File: src/rtl/lock_pkg.sv
// ---------------------------------------------------------------------------
// lock_pkg
// Shared types and default timing for the lock controller slice.
//   lock_state_t : controller states
//   CLK_HZ       : nominal system clock (12 MHz HSOSC-derived)
//   DEF_*        : default parameter values for lock_controller
//   cnt_width()  : counter width able to hold 0..n-1 (never below 1 bit)
//   max3()       : largest of three integers
// ---------------------------------------------------------------------------
package lock_pkg;

  typedef enum logic [2:0] {
    IDLE,
    UNLOCKED,
    FAIL,
    LOCKOUT,
    CLEAR
  } lock_state_t;

  localparam int CLK_HZ             = 12000000;
  localparam int DEF_MAX_ATTEMPTS   = 3;
  localparam int DEF_UNLOCK_CYCLES  = 24000000;
  localparam int DEF_FAIL_CYCLES    = 6000000;
  localparam int DEF_LOCKOUT_CYCLES = 120000000;
  localparam int DEF_BLINK_CYCLES   = 3000000;

  function automatic int max3(input int a, input int b, input int c);
    int m;
    m = (a > b) ? a : b;
    return (m > c) ? m : c;
  endfunction

  function automatic int cnt_width(input int n);
    return (n > 1) ? $clog2(n) : 1;
  endfunction

endpackage

File: src/rtl/lock_timer.sv
// ---------------------------------------------------------------------------
// lock_timer
// Saturating up-counter with synchronous clear and a terminal-count flag.
//   i_clk     : system clock
//   i_rst     : asynchronous active-high reset (count -> 0)
//   i_clr     : synchronous clear (count -> 0 on next edge)
//   i_limit   : terminal count to compare against
//   o_expired : count == i_limit
// The count holds at all-ones instead of wrapping.
// ---------------------------------------------------------------------------
module lock_timer #(
  parameter int W = 4
) (
  input  logic         i_clk,
  input  logic         i_rst,
  input  logic         i_clr,
  input  logic [W-1:0] i_limit,
  output logic         o_expired
);

  logic [W-1:0] r_count;

  always_ff @(posedge i_clk or posedge i_rst) begin
    if (i_rst) begin
      r_count <= '0;
    end else if (i_clr) begin
      r_count <= '0;
    end else if (r_count != {W{1'b1}}) begin
      r_count <= r_count + 1'b1;
    end
  end

  assign o_expired = (r_count == i_limit);

endmodule

File: src/rtl/lock_controller.sv
// ---------------------------------------------------------------------------
// lock_controller
// Consumes the entry FSM's verdict levels, drives the solenoid and status
// outputs, counts consecutive failures and enforces a timed lockout. The
// entry stage is cleared through a level req/ack: o_done is the request,
// both verdicts low is the ack.
//
// Ports:
//   i_clk            : system clock
//   i_reset          : asynchronous active-high reset
//   i_crct_pwd       : correct-code verdict (level)
//   i_incrct_pwd     : wrong-code verdict (level)
//   o_done           : clear request to entry stage (level)
//   o_unlock         : solenoid drive
//   o_fail_led       : wrong-code indicator
//   o_lockout        : lockout active
//   o_attempts_left  : MAX_ATTEMPTS - consecutive failures
//   o_alarm          : blinking alarm during lockout
//
// Optional feature macro: LOCK_ALARM_EN (blinking alarm in LOCKOUT; when
// undefined o_alarm is tied low and BLINK_CYCLES does not exist).
//
// state    | meaning
// IDLE     | waiting for a verdict
// UNLOCKED | solenoid driven for UNLOCK_CYCLES
// FAIL     | fail_led shown for FAIL_CYCLES
// LOCKOUT  | verdicts ignored for LOCKOUT_CYCLES
// CLEAR    | done held until both verdicts are low
// ---------------------------------------------------------------------------
module lock_controller
  import lock_pkg::*;
#(
  parameter int MAX_ATTEMPTS   = DEF_MAX_ATTEMPTS,
  parameter int UNLOCK_CYCLES  = DEF_UNLOCK_CYCLES,
  parameter int FAIL_CYCLES    = DEF_FAIL_CYCLES,
  parameter int LOCKOUT_CYCLES = DEF_LOCKOUT_CYCLES
`ifdef LOCK_ALARM_EN
  ,
  parameter int BLINK_CYCLES   = DEF_BLINK_CYCLES
`endif
) (
  input  logic       i_clk,
  input  logic       i_reset,
  input  logic       i_crct_pwd,
  input  logic       i_incrct_pwd,
  output logic       o_done,
  output logic       o_unlock,
  output logic       o_fail_led,
  output logic       o_lockout,
  output logic [3:0] o_attempts_left,
  output logic       o_alarm
);

  localparam int TW = cnt_width(max3(UNLOCK_CYCLES, FAIL_CYCLES, LOCKOUT_CYCLES));
  localparam logic [3:0] MAX_A = 4'(MAX_ATTEMPTS);

  lock_state_t r_state;
  logic        r_done;
  logic        r_unlock;
  logic        r_fail_led;
  logic        r_lockout;
  logic [3:0]  r_fail_cnt;

  logic [TW-1:0] w_tmr_limit;
  logic          w_tmr_clr;
  logic          w_tmr_exp;
  logic [3:0]    w_fail_inc;

  always_comb begin
    w_tmr_limit = '0;
    case (r_state)
      UNLOCKED: w_tmr_limit = TW'(UNLOCK_CYCLES - 1);
      FAIL:     w_tmr_limit = TW'(FAIL_CYCLES - 1);
      LOCKOUT:  w_tmr_limit = TW'(LOCKOUT_CYCLES - 1);
      default:  w_tmr_limit = '0;
    endcase
  end

  // Timer is held at zero in the untimed states and cleared on expiry, so
  // every timed state starts counting from 0 on its first cycle.
  assign w_tmr_clr = (r_state == IDLE) || (r_state == CLEAR) || w_tmr_exp;

  lock_timer #(.W(TW)) u_state_timer (
    .i_clk     (i_clk),
    .i_rst     (i_reset),
    .i_clr     (w_tmr_clr),
    .i_limit   (w_tmr_limit),
    .o_expired (w_tmr_exp)
  );

  assign w_fail_inc = (r_fail_cnt >= MAX_A) ? MAX_A : (r_fail_cnt + 4'd1);

`ifdef LOCK_ALARM_EN
  localparam int BW = cnt_width(BLINK_CYCLES);

  logic r_alarm;
  logic w_blink_clr;
  logic w_blink_exp;

  assign w_blink_clr = (r_state != LOCKOUT) || w_blink_exp;

  lock_timer #(.W(BW)) u_blink_timer (
    .i_clk     (i_clk),
    .i_rst     (i_reset),
    .i_clr     (w_blink_clr),
    .i_limit   (BW'(BLINK_CYCLES - 1)),
    .o_expired (w_blink_exp)
  );

  assign o_alarm = r_alarm;
`else
  assign o_alarm = 1'b0;
`endif

  always_ff @(posedge i_clk or posedge i_reset) begin
    if (i_reset) begin
      r_state    <= IDLE;
      r_done     <= 1'b0;
      r_unlock   <= 1'b0;
      r_fail_led <= 1'b0;
      r_lockout  <= 1'b0;
      r_fail_cnt <= 4'd0;
`ifdef LOCK_ALARM_EN
      r_alarm    <= 1'b0;
`endif
    end else begin
      case (r_state)
        IDLE: begin
          if (i_crct_pwd && !i_incrct_pwd) begin
            r_state    <= UNLOCKED;
            r_unlock   <= 1'b1;
            r_done     <= 1'b1;
            r_fail_cnt <= 4'd0;
          end else if (i_incrct_pwd) begin
            // Both verdicts high lands here as well: fail safe.
            r_fail_cnt <= w_fail_inc;
            r_done     <= 1'b1;
            if (w_fail_inc == MAX_A) begin
              r_state   <= LOCKOUT;
              r_lockout <= 1'b1;
`ifdef LOCK_ALARM_EN
              r_alarm   <= 1'b1;
`endif
            end else begin
              r_state    <= FAIL;
              r_fail_led <= 1'b1;
            end
          end
        end
        UNLOCKED: begin
          if (w_tmr_exp) begin
            r_state  <= CLEAR;
            r_unlock <= 1'b0;
          end
        end
        FAIL: begin
          if (w_tmr_exp) begin
            r_state    <= CLEAR;
            r_fail_led <= 1'b0;
          end
        end
        LOCKOUT: begin
          if (w_tmr_exp) begin
            r_state    <= CLEAR;
            r_lockout  <= 1'b0;
            r_fail_cnt <= 4'd0;
`ifdef LOCK_ALARM_EN
            r_alarm    <= 1'b0;
          end else if (w_blink_exp) begin
            r_alarm    <= ~r_alarm;
`endif
          end
        end
        CLEAR: begin
          if (!i_crct_pwd && !i_incrct_pwd) begin
            r_state <= IDLE;
            r_done  <= 1'b0;
          end
        end
        default: begin
          r_state <= IDLE;
          r_done  <= 1'b0;
        end
      endcase
    end
  end

  assign o_done          = r_done;
  assign o_unlock        = r_unlock;
  assign o_fail_led      = r_fail_led;
  assign o_lockout       = r_lockout;
  assign o_attempts_left = MAX_A - r_fail_cnt;

endmodule

File: config.mk
export PLATFORM = sky130hd
export DESIGN_NAME = lock_controller
export DESIGN_NICKNAME = d
export VERILOG_FILES = /design/src/rtl/lock_pkg.sv /design/src/rtl/lock_timer.sv /design/src/rtl/lock_controller.sv
export SDC_FILE = /design/constraint.sdc
export NUM_CORES = 1
export LEC_CHECK = 0
export CAP_MARGIN = 20
export CORE_MARGIN = 5
export CORE_UTILIZATION = 30
export CTS_CLUSTER_DIAMETER = 40
export DETAILED_ROUTE_END_ITERATION = 10
export HOLD_SLACK_MARGIN = 0.08
export SYNTH_ARGS = -nofsm -noshare
export SYNTH_HDL_FRONTEND = slang
export SYNTH_HIERARCHICAL = 1
export SYNTH_SLANG_ARGS = --single-unit
File: constraint.sdc
create_clock -name i_clk -period 4.1 [get_ports i_clk]
set_input_delay 0.82 -clock i_clk [delete_from_list [all_inputs] [get_ports i_clk]]
set_output_delay 0.82 -clock i_clk [all_outputs]
set_load 0.005 [all_outputs]
Word-level counts from Yosys, hierarchy flattened
Cells that the tools add are included.
Widths: inputs -> output; s select.

cells by class
  add/sub/neg operators = 3
  $lt $le $gt $ge = 1
  equal/unequal tests = 18
  multiplexer cells = 29
  bitwise logic cells = 1
  reductions and logical operators = 18

operator list
  kind                   number
  $pmux 27 s3            1
  $mux 27                2
  $add 27x1->27 const B  1
  $eq 27x27->1           1
  $ne 27x27->1 const B   1
  $mux 4                 4
  $mux 1                 12
  $mux 3                 4
  $ne 2x2->1 const B     6
  $reduce_and 3->1       4
  $reduce_and 5->1       2
  $pmux 3 s3             1
  $ne 2x1->1 const B     4
  $pmux 4 s2             1
  $reduce_bool 2->1      4
  $eq 3x2->1 const B     2
  $pmux 1 s2             3
  $add 4x1->4 const B    1
  $eq 4x2->1 const B     1
  $ge 4x2->1 const B     1
  $sub 2x4->4 const A    1
  $eq 3x1->1 const B     1
  $eq 3x3->1 const B     1
  $logic_not 3->1        1
  other kinds (7)        10

storage, ports and cells
  register bits after elaboration = 38
  bits of input ports = 4
  output and inout port bits = 9

Depth between registers and ports, before layout
Gate-level depths: netlist of run 1.

  depth after elaboration = 7
  gate-level depth with buffers = 13
  mapped depth without buffers = 12

Hierarchy
Netlist of run 1, hierarchy kept.

by module, submodules not included
  module           times used  cells each  area each (um^2)  sequential area each (um^2)
  lock_timer       1           214         1930.6            675.6
  lock_controller  1           71          644.4             275.3

Worst setup path before layout of run 1
OpenSTA, ideal clock, no wires.

  kind = flip-flop to flip-flop
  from = register r_state[0]
  to = register u_state_timer.r_count[11]
  library setup time = 0.132 ns
  data arrival time = 3.606 ns
  data required time = 3.968 ns
  setup slack = 0.362 ns
  cell stages (with the launch flop) = 13
  path buffers = 4
  period minus slack after synthesis = 3.738 ns
  cells stage by stage = dfrtp_1 > buf_4 > nor2_4 > nor2_1 > xor2_1 > nor4_1 > nand4_1 > nor4_1 > or2_2 > clkbuf_1 > clkbuf_1 > clkbuf_1 > nor2_1

between the ends
  longest elaborated chain between the ends = 5
  elaborated cells between the ends (all ways) = 11
  those cells by class = eq/ne: 5; mux: 2; reduce/logical: 4

ends and longest elaborated chain
  what                                          line                    text
  start: declaration                            lock_controller.sv:57   lock_state_t r_state;
  start signal: assignment                      lock_controller.sv:117  r_state <= IDLE;
  start signal: assignment                      lock_controller.sv:130  r_state <= UNLOCKED;
  start signal: assignment                      lock_controller.sv:139  r_state <= LOCKOUT;
  $eq 3x2->1 or $eq 3x1->1 (tied branches)      lock_controller.sv:71   case (r_state)
  $pmux 27 s3 *                                 lock_controller.sv:71
  named net w_tmr_limit[0]                      lock_controller.sv:64   logic [TW-1:0] w_tmr_limit;
  $eq 27x27->1 *                                lock_timer.sv:33        assign o_expired = (r_count == i_limit);
  named net w_tmr_exp                           lock_controller.sv:66   logic w_tmr_exp;
  $logic_or 1x1->1 *                            lock_controller.sv:81   assign w_tmr_clr = (r_state == IDLE) || (r_state == CLEAR) || w_tmr_exp;
  named net w_tmr_clr                           lock_controller.sv:65   logic w_tmr_clr;
  $mux 27 or $reduce_bool 2->1 (tied branches)  n/a
  end signal: assignment                        lock_timer.sv:29        r_count <= r_count + 1'b1;
  end: declaration                              lock_timer.sv:21        logic [W-1:0] r_count;

Mark *: on every way through the listed nets, which the timed path passes. The rest lies on a longest branch.
A chain may end at the register's enable or synchronous reset.

Final worst setup path of run 1
  from = register r_state[0]
  to = register u_state_timer.r_count[23]

The elaborated chain is that of the path after synthesis.

==> results.sh, run 1 <==
export IMPL_path_depth=10
export IMPL_numCtsBuffers=5
export IMPL_initialDrtViolationCount=194
export IMPL_synth_seq_area_share_pct=36.9
export IMPL_yosys_top_cells_count="sky130_fd_sc_hd__dfrtp_1 (38), sky130_fd_sc_hd__nor2_1 (26), sky130_fd_sc_hd__xnor2_1 (22)"
export IMPL_min_delay_path_depth=2
export IMPL_synth_largest_type_area_fraction_pct=36.9
export IMPL_post_synth_fa_ha_maj_area_fraction_pct=1.94
export IMPL_reg2reg_depth=10
export IMPL_worst_hold_path_type="reg2reg"
export IMPL_data_arrival_time_of_the_critical_path_ps=3770
export IMPL_status="finished, final reports clean"
export IMPL_setup_reg_to_reg_worst_slack_ps=510
export IMPL_synthesis_instances=285
export IMPL_max_vdd_ir_drop_uv=116
export IMPL_worst_ep_required_time_ps=4280
export IMPL_dieHeight_um=103
export IMPL_globalRoute_totalOverflow=0
export IMPL_yosys_register_bits=38
export IMPL_gp_routability_congestion=0.834
export IMPL_synth_yosys_warnings=6
export IMPL_detail_route_wirelength_um=5890
export IMPL_die_w_um=103
export IMPL_grt_max_degree=36
export IMPL_diodes=0
export IMPL_utilization_pct=34.3
export IMPL_post_cts_setup_buffers=0
export IMPL_rows=33
export IMPL_synth_xor_area_share_pct=13.3
export IMPL_floorplan_die_area_mm2=0.0105
export IMPL_crit_slowest_cell="sky130_fd_sc_hd__nor2_1"
export IMPL_synthTopCellsByArea="sky130_fd_sc_hd__dfrtp_1 (37%), sky130_fd_sc_hd__xnor2_1 (7.5%), sky130_fd_sc_hd__xor2_1 (5.8%)"
export IMPL_slew_viol_final=0
export IMPL_drv_max_cap_violation_count=0
export IMPL_htreeDepth=2
export IMPL_viasPerCell=5.27
export IMPL_postLayoutSetupSlackWorst_ps=512
export IMPL_yosys_cell_types_count=52
export IMPL_dpl_worst_slack_ps=509
export IMPL_endpoint_kind="register"
export IMPL_buffer_ports_inserted=11
export IMPL_grt_first_pass_wirelength_um=10200
export IMPL_holdPathEnd="o_unlock"
export IMPL_ant_nets=0
export IMPL_max_freq_mhz=279
export IMPL_critPathMaxStageDelay_ps=780
export IMPL_max_clock_path_buffers=2
export IMPL_drive_above_1_share_pct=8.16
export IMPL_static_leakage_power_uw=0.00111
export IMPL_worst_clock_skew_ps=3.03
export IMPL_share_of_the_synthesized_area_in_compound_gates_ao_oa_aoi_oai_pct=11.8
export IMPL_drt_wirelength_per_cell_um=14.8
export IMPL_synth_enable_flop_cells=0
export IMPL_synth_async_reset_ratio_pct=100
export IMPL_post_route_min_period_ps=3590
export IMPL_fillerInstances=854
export IMPL_postCtsHoldBufs=0
export IMPL_reg2reg_to="u_state_timer/r_count[23]"
export IMPL_post_dp_hpwl_um=4390
export IMPL_clk_pin_slew_worst_paths_ps=70
export IMPL_numClockSinks=38
export IMPL_synth_top_family_by_area="simple AND/OR/NAND/NOR gates"
export IMPL_yosysMostFrequentCell="sky130_fd_sc_hd__dfrtp_1"
export IMPL_initial_core_util_pct=31.0
export IMPL_ioPinCount=13
export IMPL_vias=2101
export IMPL_drt_first_pass_iters=4
export IMPL_syn_avg_cell_area_um2=9.03
export IMPL_vias_in_the_first_global_route=2030
export IMPL_ys_flop_type="sky130_fd_sc_hd__dfrtp_1"
export IMPL_power_density_mw_per_mm2=224
export IMPL_grt_util_all_layers_pct=12.4
export IMPL_setup_violations=0
export IMPL_coreArea_mm2=0.00830
export IMPL_final_hold_violation_count=0
export IMPL_final_cell_count_no_fill=399
export IMPL_worst_skew_pair_late_latency_ps=290
export IMPL_post_synth_and_or_nand_nor_area_fraction_pct=25.9
export IMPL_worst_path_buf_inv=1
export IMPL_syn_area_mm2=0.00257
export IMPL_synth_mux_area_share_pct=4.71
export IMPL_largest_delay_contributor_family_on_the_critical_path="simple AND/OR/NAND/NOR gates"
export IMPL_synthToLayoutAreaGrowth_pct=10.6
export IMPL_worst_slew_pin_transition_ps=1030
export IMPL_power_total_uw=638
export IMPL_crit_path_cell_trace="nor2_4, nor2_1, xor2_1, nor4_1, nand4_1, nor4_1, buf_4, or2_2, nor2_1, mux2_1"
export IMPL_drc=0
export IMPL_fin_crit_sh_pct=87.5
export IMPL_crit_path_max_fo=35
export IMPL_worst_rel_slew_slack_pct=31.4
export IMPL_final_setup_tns_ps=0
export IMPL_reg2reg_from="r_state[0]"
export IMPL_cell_type_with_the_largest_total_area_after_synthesis="sky130_fd_sc_hd__dfrtp_1"
export IMPL_dp_cells=392
export IMPL_grt_antenna_before_repair=0
export IMPL_clockRootBuffer="sky130_fd_sc_hd__clkbuf_8"
export IMPL_cts_tree="yes"
export IMPL_cp_launch_type="register"
export IMPL_post_cts_resized_instances=0
export IMPL_setup_repair_after_global_routing_missed_its_margin="false"
export IMPL_final_nets=302
export IMPL_worst_setup_path_type="reg2reg"
export IMPL_holdCritStartpoint="o_unlock"
-- worst max path at each step --
stage | startpoint | endpoint | slack (ps)
6_report | r_state[0] | u_state_timer/r_count[23] | 510
5_1_grt | r_state[0] | u_state_timer/r_count[22] | 110
4_1_cts | r_state[0] | u_state_timer/r_count[23] | 500
3_5_place_dp | r_state[0] | u_state_timer/r_count[23] | 510
3_3_place_gp | r_state[0] | u_state_timer/r_count[23] | 680
2_1_floorplan | r_state[0] | u_state_timer/r_count[11] | 360
-- cell usage in the layout, fill, tap and decap left out, types with 4 or more instances in the layout --
cell                               n
sky130_fd_sc_hd__nor2b_1          10
sky130_fd_sc_hd__mux2_1            7
sky130_fd_sc_hd__ha_1              4
sky130_fd_sc_hd__nand2_1          19
sky130_fd_sc_hd__and3_1            4
sky130_fd_sc_hd__conb_1            4
sky130_fd_sc_hd__nor3_1            4
sky130_fd_sc_hd__xor2_1           17
sky130_fd_sc_hd__inv_1            10
sky130_fd_sc_hd__nand3_1          14
sky130_fd_sc_hd__clkbuf_8          5
sky130_fd_sc_hd__dfrtp_1          38
sky130_fd_sc_hd__nor4_1            9
sky130_fd_sc_hd__nand4_1           7
sky130_fd_sc_hd__nor2_1           26
sky130_fd_sc_hd__a21oi_1          11
sky130_fd_sc_hd__xnor2_1          22
sky130_fd_sc_hd__and4_4            4
sky130_fd_sc_hd__o21ai_0           8
sky130_fd_sc_hd__a31oi_1           6
sky130_fd_sc_hd__or3_1             5
sky130_fd_sc_hd__clkdlybuf4s50_1  11
-- per-stage QoR --
step           cell area [um2]  hold WS (ps)
3_5_place_dp              2770           513
5_1_grt                   2850           568
3_3_place_gp              2740           501
4_1_cts                   2850           530
2_1_floorplan             2590           490
6_report                  2850           515
-- worst reg2reg max path: cells and delay by family (launching register included) --
family	cells	cell delay (ps)
flops	1	530
buf+inv	1	190
mux	1	310
xor+xnor	1	160
simple gates	7	2280
-- registers in the layout, indices dropped and copies added (netlist names) --
register,count
o_done,1
o_fail_led,1
o_lockout,1
o_unlock,1
r_fail_cnt,4
r_state,3
u_state_timer/r_count,27
-- area by class of cell --
type,instances,area (um2),share of cell area [%]
Sequential cell,38,951,33.4
Timing Repair Buffer,13,145,5.10
Inverter,12,45.0,1.58
Clock buffer,7,76.3,2.68
Multi-Input combinational cell,224,1500,52.6
Tap cell,105,131,4.61
-- metal layers --
metal	vias up	wire, um	GRT usage, %
met2	49	2800	18.9
li1	1019	-	-
met1	1022	2670	17.0
met5	-	0	0
met4	0	110	4.74
met3	11	306	2.77
-- cell families (layout without fill, tap and decap cells) --
group,count (synthesis),in the layout
other,1,4
flip-flops,38,38
adder cells (fa/ha/maj),4,4
AO/OA/AOI/OAI,46,46
XOR/XNOR,39,39
buffers and inverters,26,32
multiplexers,11,11
AND/OR/NAND/NOR,120,120
-- power by group --
part / total, uW / switching, uW / internal, uW
Sequential: 375 / 0 / 375
Clock: 245 / 128 / 117
Combinational: 18.0 / 11.2 / 6.74
Total: 638 / 140 / 498
No activity file was read; power rests on OpenSTA's default activity.
==> run 2, diff against run 1 <==
==> constraint.sdc (replaced) <==
create_clock -name i_clk -period 4.1 [get_ports i_clk]
set_input_delay 0.615 -clock i_clk [delete_from_list [all_inputs] [get_ports i_clk]]
set_output_delay 0.615 -clock i_clk [all_outputs]
set_load 0.005 [all_outputs]
==> results of run 2 <==
The final DEF is identical to that of run 1. Status: finished, final reports clean.
